[config.mk]
export PLATFORM = sky130hd
export DESIGN_NAME = redas_edge_feeder
export DESIGN_NICKNAME = d
export VERILOG_FILES = /design/src/rtl/redas_pkg.sv /design/src/rtl/redas_skew_line.sv /design/src/rtl/redas_edge_feeder.sv
export SDC_FILE = /design/constraint.sdc
export NUM_CORES = 1
export LEC_CHECK = 0
export BUFFER_PORTS_ARGS = -buffer_cell sky130_fd_sc_hd__buf_4
export CORE_MARGIN = 3
export CORE_UTILIZATION = 57
export CTS_CLUSTER_SIZE = 10
export DETAILED_ROUTE_END_ITERATION = 10
export HOLD_SLACK_MARGIN = 0.02
export PLACE_DENSITY_LB_ADDON = 0.3
export SLEW_MARGIN = 20
export SYNTH_ARGS = -nofsm -noshare
export SYNTH_HDL_FRONTEND = slang
export SYNTH_SLANG_ARGS = --single-unit
[constraint.sdc]
create_clock -name i_clk -period 8.4 [get_ports i_clk]
set_clock_uncertainty 0.2 [all_clocks]
set_input_delay 0.84 -clock i_clk [delete_from_list [all_inputs] [get_ports i_clk]]
set_output_delay 0.84 -clock i_clk [all_outputs]
set_load 0.05 [all_outputs]
[src/rtl/redas_pkg.sv]
// Shared state type and lane-bus helpers for the redas edge feeder.
package redas_pkg;

  typedef enum logic [2:0] {
    IDLE,
    LOAD,
    SETTLE,
    STREAM,
    FLUSH,
    DONE
  } feeder_state_e;

  function automatic int laneBusWidth(input int lanes, input int dataWidth);
    return lanes * dataWidth;
  endfunction

  function automatic int laneLsb(input int lane, input int dataWidth);
    return lane * dataWidth;
  endfunction

endpackage

[src/rtl/redas_skew_line.sv]
// Slot-granular delay line: the output trails the input by DELAY advance events.
module redas_skew_line #(
  parameter int DATA_WIDTH = 8,
  parameter int DELAY      = 1
) (
  input  logic                  i_clk,
  input  logic                  i_rst,
  input  logic                  i_clear,
  input  logic                  i_advance,
  input  logic [DATA_WIDTH-1:0] i_data,
  output logic [DATA_WIDTH-1:0] o_data
);

  if (DELAY == 0) begin : g_pass
    logic w_unused;
    assign w_unused = ^{i_clk, i_rst, i_clear, i_advance};
    assign o_data   = i_data;
  end else begin : g_shift
    logic [DATA_WIDTH-1:0] r_stage [DELAY];

    always_ff @(posedge i_clk) begin
      if (i_rst || i_clear) begin
        for (int k = 0; k < DELAY; k++) r_stage[k] <= '0;
      end else if (i_advance) begin
        r_stage[0] <= i_data;
        for (int k = 1; k < DELAY; k++) r_stage[k] <= r_stage[k-1];
      end
    end

    assign o_data = r_stage[DELAY-1];
  end

endmodule

[src/rtl/redas_edge_feeder.sv]
// Edge feeder for a column of redas PEs: loads stationary operands on the right
// edge, then streams skewed activation vectors onto the top edge.
module redas_edge_feeder
  import redas_pkg::*;
#(
  parameter int DATA_WIDTH  = 8,
  parameter int LANES       = 4,
  parameter int HOLD_CYCLES = 2,
  parameter int CNT_WIDTH   = 16,
  localparam int BUS_W      = laneBusWidth(LANES, DATA_WIDTH)
) (
  input  logic                 i_clk,
  input  logic                 i_rst,
  input  logic                 i_start,
  input  logic [CNT_WIDTH-1:0] i_numVectors,
  input  logic                 i_wValid,
  output logic                 o_wReady,
  input  logic [BUS_W-1:0]     i_wData,
  input  logic                 i_aValid,
  output logic                 o_aReady,
  input  logic [BUS_W-1:0]     i_aData,
  output logic [BUS_W-1:0]     o_rightData,
  output logic [BUS_W-1:0]     o_topData,
  output logic                 o_storeStationary,
  output logic                 o_busy,
  output logic                 o_done
);

  localparam int HOLD_W = (HOLD_CYCLES > 1) ? $clog2(HOLD_CYCLES) : 1;
  localparam int FL_W   = (LANES > 1) ? $clog2(LANES) : 1;
  localparam logic [HOLD_W-1:0] HOLD_LAST  = HOLD_W'(HOLD_CYCLES - 1);
  localparam logic [FL_W-1:0]   FLUSH_LAST = (LANES > 1) ? FL_W'(LANES - 2) : '0;

  feeder_state_e        r_state;
  feeder_state_e        w_nextState;
  logic [CNT_WIDTH-1:0] r_numVectors;
  logic [CNT_WIDTH-1:0] r_accCount;
  logic [CNT_WIDTH-1:0] w_accNext;
  logic [HOLD_W-1:0]    r_hold;
  logic [FL_W-1:0]      r_flushCount;
  logic                 r_store;
  logic [BUS_W-1:0]     r_rightData;
  logic [BUS_W-1:0]     r_slotVec;
  logic [BUS_W-1:0]     w_topData;
  logic                 w_wReady;
  logic                 w_aReady;
  logic                 w_wFire;
  logic                 w_accept;
  logic                 w_streamSlotEnd;
  logic                 w_flushAdvance;
  logic                 w_flushSlotEnd;
  logic                 w_advance;
  logic                 w_holdRun;
  logic                 w_clear;

  assign w_wFire         = w_wReady && i_wValid;
  assign w_accept        = w_aReady && i_aValid;
  assign w_accNext       = r_accCount + CNT_WIDTH'(w_accept);
  // A slot ends on its last hold cycle; with one-cycle slots that is the accept cycle itself.
  assign w_streamSlotEnd = (r_state == STREAM) && (r_hold == HOLD_LAST) &&
                           ((r_hold != '0) || w_accept);
  assign w_flushAdvance  = (r_state == FLUSH) && (r_hold == '0);
  assign w_flushSlotEnd  = (r_state == FLUSH) && (r_hold == HOLD_LAST);
  assign w_advance       = w_accept || w_flushAdvance;
  assign w_holdRun       = ((r_state == STREAM) && ((r_hold != '0) || w_accept)) ||
                           (r_state == FLUSH);
  assign w_clear         = (r_state == DONE);

  always_comb begin
    w_nextState = r_state;
    w_wReady    = 1'b0;
    w_aReady    = 1'b0;
    o_done      = 1'b0;
    o_busy      = (r_state != IDLE);
    case (r_state)
      IDLE: begin
        if (i_start) w_nextState = LOAD;
      end
      LOAD: begin
        w_wReady = !r_store;
        if (r_store) w_nextState = SETTLE;
      end
      SETTLE: begin
        w_nextState = (r_numVectors == '0) ? FLUSH : STREAM;
      end
      STREAM: begin
        w_aReady = (r_hold == '0);
        if (w_streamSlotEnd && (w_accNext == r_numVectors)) w_nextState = FLUSH;
      end
      FLUSH: begin
        if ((LANES == 1) || (w_flushSlotEnd && (r_flushCount == FLUSH_LAST)))
          w_nextState = DONE;
      end
      DONE: begin
        o_done      = 1'b1;
        w_nextState = IDLE;
      end
      default: w_nextState = IDLE;
    endcase
  end

  always_ff @(posedge i_clk) begin
    if (i_rst) begin
      r_state      <= IDLE;
      r_numVectors <= '0;
      r_accCount   <= '0;
      r_hold       <= '0;
      r_flushCount <= '0;
      r_store      <= 1'b0;
      r_rightData  <= '0;
      r_slotVec    <= '0;
    end else begin
      r_state <= w_nextState;
      r_store <= w_wFire;
      if ((r_state == IDLE) && i_start) r_numVectors <= i_numVectors;
      if (r_state == IDLE) r_accCount <= '0;
      else if (w_accept)   r_accCount <= w_accNext;
      if (w_holdRun) r_hold <= (r_hold == HOLD_LAST) ? '0 : r_hold + HOLD_W'(1);
      else           r_hold <= '0;
      if (r_state != FLUSH)    r_flushCount <= '0;
      else if (w_flushSlotEnd) r_flushCount <= r_flushCount + FL_W'(1);
      if (w_wFire) r_rightData <= i_wData;
      // Flush slots push zero vectors so the tail drains through the deeper lanes.
      if (r_state == DONE) r_slotVec <= '0;
      else if (w_advance)  r_slotVec <= w_accept ? i_aData : '0;
    end
  end

  for (genvar g = 0; g < LANES; g++) begin : g_lane
    redas_skew_line #(
      .DATA_WIDTH(DATA_WIDTH),
      .DELAY     (g)
    ) u_skew (
      .i_clk    (i_clk),
      .i_rst    (i_rst),
      .i_clear  (w_clear),
      .i_advance(w_advance),
      .i_data   (r_slotVec[laneLsb(g, DATA_WIDTH) +: DATA_WIDTH]),
      .o_data   (w_topData[laneLsb(g, DATA_WIDTH) +: DATA_WIDTH])
    );
  end

  assign o_wReady          = w_wReady;
  assign o_aReady          = w_aReady;
  assign o_rightData       = r_rightData;
  assign o_topData         = w_topData;
  assign o_storeStationary = r_store;

endmodule

=== Word level (Yosys, flattened, before mapping) ===
Memory sizes are Yosys's and may differ from the RTL's.
Index checks and enable logic that the tools add are counted.

* Bits in registers: 103
* Memory bits (writable): 48
* Input bits: 85
* Word-level logic and storage cells: 79
* Memories: 3

{| class="wikitable"
|+ Memory list
! memory !! depth !! width !! rd ports !! clocked after Yosys merged registers in !! wr ports !! line !! text
|-
| g_lane[3].u_skew.g_shift.r_stage || 3 || 8 || 3 || 0 || 3 || redas_skew_line.sv:19 || <nowiki>logic [DATA_WIDTH-1:0] r_stage [DELAY];</nowiki>
|-
| g_lane[2].u_skew.g_shift.r_stage || 2 || 8 || 2 || 0 || 2 || redas_skew_line.sv:19 ||
|-
| g_lane[1].u_skew.g_shift.r_stage || 1 || 8 || 1 || 0 || 1 || redas_skew_line.sv:19 ||
|}

* Add/subtract/negate cells: 3
* Eq/ne operators: 12
* Mux-type cells: 22
* Bitwise operators: 7
* Reduce and logical (&&, ||, !) cells: 24

{| class="wikitable"
|+ Operator list
! kind !! count
|-
| $mux 8 || 6
|-
| $mux 32 || 1
|-
| $add 16x1->16 || 1
|-
| $eq 16x16->1 || 1
|-
| $logic_not 16->1 || 1
|-
| $mux 3 || 5
|-
| $pmux 3 s5 || 1
|-
| $logic_and 1x1->1 || 10
|-
| $mux 1 || 9
|-
| $reduce_or 8->1 || 1
|-
| $eq 3x2->1 const B || 2
|-
| $eq 3x3->1 const B || 2
|-
| $reduce_or 2->1 || 3
|-
| $or 1x1->1 || 5
|-
| $logic_or 1x1->1 || 4
|-
| $ne 2x1->1 const B || 2
|-
| $ne 2x2->1 const B || 2
|-
| $reduce_and 4->1 || 1
|-
| $eq 3x1->1 const B || 1
|-
| $logic_not 3->1 || 1
|-
| $ne 3x3->1 const B || 1
|-
| $reduce_bool 3->1 || 1
|-
| $reduce_or 3->1 || 1
|-
| $add 2x1->2 const B || 1
|-
| other kinds (4) || 5
|}

=== Longest topological paths before layout ===
* Depth after elaboration: 9
* Gate-level depth with buffers: 12

=== Hierarchy ===
From an unflattened synthesis, not the netlist that was laid out.

* Cell total of the unflattened synthesis: 660
* Area, all modules: 6652.6 um2

{| class="wikitable"
|+ Modules (own cells, without submodules)
! module !! times used !! cells each !! area an instance (um2)
|-
| redas_edge_feeder || 1 || 528 || 4347.9
|-
| redas_skew_line (g_lane[3].u_skew) || 1 || 63 || 1136.1
|-
| redas_skew_line (g_lane[2].u_skew) || 1 || 44 || 762.0
|-
| redas_skew_line (g_lane[1].u_skew) || 1 || 17 || 346.6
|-
| redas_skew_line (g_lane[0].u_skew) || 1 || 8 || 60.1
|}

=== Worst setup path before layout ===
Ideal clock, no wire load.

* Path kind: register to register
* Start: register r_store, in the netlist o_storeStationary
* End: register r_rightData[10], in the netlist o_rightData[10]
* Library setup time: 0.132 ns
* Arrival: 3.094 ns
* Required time: 8.068 ns
* Setup slack: 4.974 ns
* Cell stages (with the launch flop): 6
* Path buffers: 1
* Cell sequence: dfxtp_1 > nor4b_1 > nand2_1 > clkbuf_1 > nand2_1 > a21oi_1

* Longest elaborated chain between the ends: 3

{| class="wikitable"
|+ Ends and longest elaborated chain
! what !! line !! text
|-
| start: declaration || redas_edge_feeder.sv:41 || <nowiki>logic r_store;</nowiki>
|-
| start signal: assignment || redas_edge_feeder.sv:114 || <nowiki>r_store <= w_wFire;</nowiki>
|-
| $logic_not 1->1 || redas_edge_feeder.sv:80 || <nowiki>w_wReady = !r_store;</nowiki>
|-
| $mux 1 || redas_edge_feeder.sv:75 || <nowiki>case (r_state)</nowiki>
|-
| via o_wReady || redas_edge_feeder.sv:17 || <nowiki>output logic o_wReady,</nowiki>
|-
| $logic_and 1x1->1 || redas_edge_feeder.sv:56 || <nowiki>assign w_wFire = w_wReady && i_wValid;</nowiki>
|-
| end signal: assignment || redas_edge_feeder.sv:122 || <nowiki>if (w_wFire) r_rightData <= i_wData;</nowiki>
|-
| end: declaration || redas_edge_feeder.sv:42 || <nowiki>logic [BUS_W-1:0] r_rightData;</nowiki>
|}

The timed path passes the listed nets, and every way through them passes these cells.
A chain may end at the register's enable or synchronous reset.

=== Final worst setup path ===
* Start: register r_state[0]
* End: register r_state[1]

* Longest elaborated chain between the ends: 8

{| class="wikitable"
|+ Ends and longest elaborated chain
! what !! line !! text
|-
| start: declaration || redas_edge_feeder.sv:34 || <nowiki>feeder_state_e r_state;</nowiki>
|-
| start signal: assignment || redas_edge_feeder.sv:113 || <nowiki>r_state <= w_nextState;</nowiki>
|-
| $eq 3x2->1 || redas_edge_feeder.sv:60, redas_edge_feeder.sv:75 ||
|-
| $mux 1 || redas_edge_feeder.sv:75 ||
|-
| $logic_and 1x1->1 || redas_edge_feeder.sv:57 || <nowiki>assign w_accept = w_aReady && i_aValid;</nowiki>
|-
| $add 16x1->16 or $logic_or 1x1->1 (tied branches) || redas_edge_feeder.sv:58, redas_edge_feeder.sv:61 ||
|-
| $eq 16x16->1 or $logic_and 1x1->1 (tied branches) || redas_edge_feeder.sv:88, redas_edge_feeder.sv:60 ||
|-
| $logic_and 1x1->1 || redas_edge_feeder.sv:88 || <nowiki>if (w_streamSlotEnd && (w_accNext == r_numVectors)) w_nextState = FLUSH;</nowiki>
|-
| $ne 2x1->1 (no line) || -- ||
|-
| $reduce_and 4->1 (no line) || -- ||
|}

Several ways; a longest one is shown, not always the timed one.

==> key figures <==
Routing
  • Remaining antenna violation count after routing: 0
  • Total via count after detailed routing: 4,883
  • Met2 WL: 6940 um
  • DR vias/cell: 5.48
  • Number of iterations in the first detailed-routing pass: 6
  • Amount of wire on met3 after detailed routing: just over 1000 um
  • Final routed DRC violation total: 0
  • Highest metal used: met4
  • Post-DR wirelength/cell: ~16 um
  • Count of routing violations after the opening detailed-route iteration: 248
  • Post-detailed-routing wire length: 14,100 um
  • Metal-1 WL: 5860 um

Logic synthesis
  • Number of synthesized register bits: 151
  • Fraction of the yosys area taken by sequential cells: 56.2%
  • Number of cells produced by synthesis: ~630
  • Area share of the largest cell type after synthesis: 33.1%
  • Area contributors post-synth: dfxtp_1, edfxtp_1, nand2_1
  • Syn Area/Cell: 9.95 sq um
  • Number of synthesized flops with an enable pin: 48
  • Synthesis Warnings: 0
  • Basic-gate share of the synthesized area counting and, or, nand and nor cells: 20.0%
  • Post-synthesis compound-gate area fraction: 12.6%
  • Number of distinct library cell variants in the gate-level netlist after synthesis: 47
  • Post-synthesis xor/xnor area fraction: around 4.9%
  • Net Count, Synth: 714
  • Most frequently used flop master after synthesis: dfxtp_1
  • Dominant combinational cell family by area after synthesis: simple AND/OR/NAND/NOR gates
  • Synthesized cell area: just over 6000 sq um
  • Synthesized-area fraction occupied by adder cells: less than 1%
  • Cell type with the highest aggregate area in the netlist: dfxtp_1
  • Multiplexer area fraction after synthesis: less than 1%
  • Share of flip-flops with an asynchronous set or reset after synthesis: 0%

Worst setup path
  • Cell with the most instances on the worst path: nand4_1
  • Largest stage delay on the critical path: 0.58 ns
  • Combined buffer and inverter count along the critical path: 1
  • Category of the most critical setup path: reg2reg
  • Maximum fanout along the worst path: 14
  • Gate family responsible for the most delay along the worst path: simple AND/OR/NAND/NOR gates
  • Sequence of cells on the critical path: and4bb_2 > nand2_1 > inv_1 > ha_1 > nand4_1 > xnor2_1 > a2111oi_2 > nand4_1 > or3_4 > o21a_1
  • Highest-delay cell along the critical path: dfxtp_1
  • Category of the worst setup path capture point: flop
  • Levels on crit path: 10
  • Data arrival, critical path: 3.87 ns
  • Category of the worst setup path launch point: flop
  • Data required time of the critical path: about 8.6 ns
  • Worst-case reg-to-reg path depth: 10

Pwr
  • Sequential fraction of design power: a little under half
  • Switching power summed over all nets: between 0.3 and 0.4 mW
  • Lkg Pwr: 3.14 nW
  • Internal power: 1.25 mW
  • Overall power of the completed layout: 1.65 mW
  • Net Sw Frac: 24.2%
  • VDD IR-drop max: 0.172 mV
  • Power density over cell area: around 210 nW/um^2
  • Clock network fraction of design power: 42.8%
  • Comb power frac: 9.4%

Timing
  • Post-layout min period: 3.64 ns
  • RSZ-0062 raised after global routing: no
  • Setup slack after layout: 4.76 ns
  • Final hold violation count: 0
  • Setup violation total in the final timing report: 0
  • Headroom to the max-slew limit: between 20 and 30%
  • Count of final max-slew check failures: 0
  • Final Cycle Share: 43.3%
  • Max Clk Rate: roughly 270 MHz
  • Sum of negative setup slack: 0 ns
  • Transition at the pin with the smallest max-transition slack: about 1.0 ns

Finish
  • Most frequent cells in the layout: buf_4, nand2_1, dfxtp_1
  • Diodes inserted: 0
  • Final net count: 830
  • Layout area overhead: 25.8%
  • Fraction of layout cells with a size suffix above 1: 26.1%
  • Most common library cell in the layout ignoring fill and taps: buf_4

Run status
  • Outcome: complete, no violations

Flow run
  • Number of maximum-capacitance constraint violations: 0

Clock tree
  • Clock root buffer: clkbuf_8
  • Count of buffers added by post-CTS timing repair for setup: 0
  • Source-to-sink clock delay at the later pin of the worst-skew pair: about 0.53 ns
  • Count of clock tree sinks: 151
  • Total CTS buffers: 17
  • H-tree level count: 4
  • Clock tree from TritonCTS: built
  • CTS Hold Bufs: 0
  • Clock slew at reported path FFs: 0.06 ns
  • Maximum root-to-sink buffer count: 2
  • # resized after CTS: 0

GRT
  • Pin count of the biggest net entering global routing: 59
  • Global route overflow: 0
  • GRT Total Usage: 23.2%
  • Antenna violations before repair: 0
  • Via count of the first global-routing pass: 4,876
  • First-pass GRT wire length: approximately 23,000 um

Floorplan
  • Number of core rows: 37
  • Die width: 111 um
  • Overall die area: 12,200 sq um
  • Chip height: ~110 um
  • Initial core utilization: just under 60%
  • Std-Cell Core Area: 10,500 sq um
  • Number of ports placed on the die boundary: 154

Placement
  • GPL Wtd Cong: about 0.87
  • Worst slack at placement: 4.78 ns
  • Number of input and output port buffers inserted: 153
  • Half-perimeter wire length after detailed placement: 9550 um

Worst hold path
  • Hold Crit Class: reg2reg
  • Cell depth of the worst hold path: 2
[worst reg2reg max path, cell delays in order, from the launching register on]
cell and delay [ns]:
dfxtp_1 0.58, and4bb_2 0.32, nand2_1 0.20, inv_1 0.27
ha_1 0.46, nand4_1 0.20, xnor2_1 0.19, a2111oi_2 0.35
nand4_1 0.16, or3_4 0.42, o21a_1 0.19
[final timing paths]
kind | startpoint | end | slack [ns]
worst max-delay path | r_state[0] | r_state[1] | 4.76
worst min register to register | o_rightData[5] | o_rightData[5] | 0.26
worst max register to register | r_state[0] | r_state[1] | 4.76
worst min-delay path | o_rightData[5] | o_rightData[5] | 0.26
[final cells by class]
cell class                 count  area [sq um]
tap                          136           170
timing repair buffer         156          1170
fill                         742          2630
clock inverter                11          96.3
multi-input combinational    408          2410
clock buffer                  21           459
sequential                   151          3500
inverter                       8          30.0
[cell families (layout without fill, tap and decap cells)]
| family | count (synthesis) | count (layout) |
|---|---|---|
| AO/OA/AOI/OAI | 116 | 116 |
| XOR/XNOR | 35 | 35 |
| adder cells (fa/ha/maj) | 3 | 3 |
| buffers and inverters | 67 | 196 |
| flip-flops | 151 | 151 |
| multiplexers | 1 | 1 |
| AND/OR/NAND/NOR | 253 | 253 |
[Yosys cell counts, drive strengths merged, types with 2 or more instances]
cell type,count
nand2,115
dfxtp,103
a21oi,55
and2,51
edfxtp,48
buf,38
a22o,32
nor2,25
xnor2,22
clkbuf,21
nand3,14
xor2,13
inv,8
nand4,8
nor4,8
o21ai,6
nor3,5
a211oi,4
nand3b,4
nor2b,4
or3,4
and4,3
ha,3
nand2b,3
o2111ai,3
o211ai,3
o21a,3
or2,3
a2111oi,2
a211o,2
a31oi,2
nor4b,2
[registers in the layout, summed over array words and instances (netlist names)]
signal,cells
g_lane.u_skew.g_shift.r_stage,48
o_rightData,32
r_slotVec,32
r_accCount,16
r_numVectors,16
r_state,3
r_flushCount,2
o_storeStationary,1
r_hold,1
[stage by stage]
step / hold WS [ns] / utilization (%) / std cells / area (sq um)
6_report: 0.257 / 74.9 / 891 / 7840
5_1_grt: 0.281 / 74.9 / 891 / 7840
4_1_cts: 0.258 / 74.9 / 891 / 7840
3_5_place_dp: 0.249 / 69.6 / 859 / 7280
3_3_place_gp: 0.242 / 69.6 / 859 / 7280
2_1_floorplan: 0.240 / - / 626 / 6230
[per-layer routing]
layer  vias up  GRT usage, %
li1       2376             -
met1      2339          27.5
met2       142          38.4
met3        26          8.77
met4         0          8.46
met5         -             0
[power groups by stage]
stage               registers (mW)  clock network (mW)  logic [mW]
floorplan                    0.827                   0      0.0686
global placement             0.801                   0       0.153
detailed placement           0.802                   0       0.155
CTS                          0.786               0.715       0.156
global route                 0.789               0.750       0.166
finish                       0.787               0.705       0.155
No activity file was read; power rests on OpenSTA's default activity.
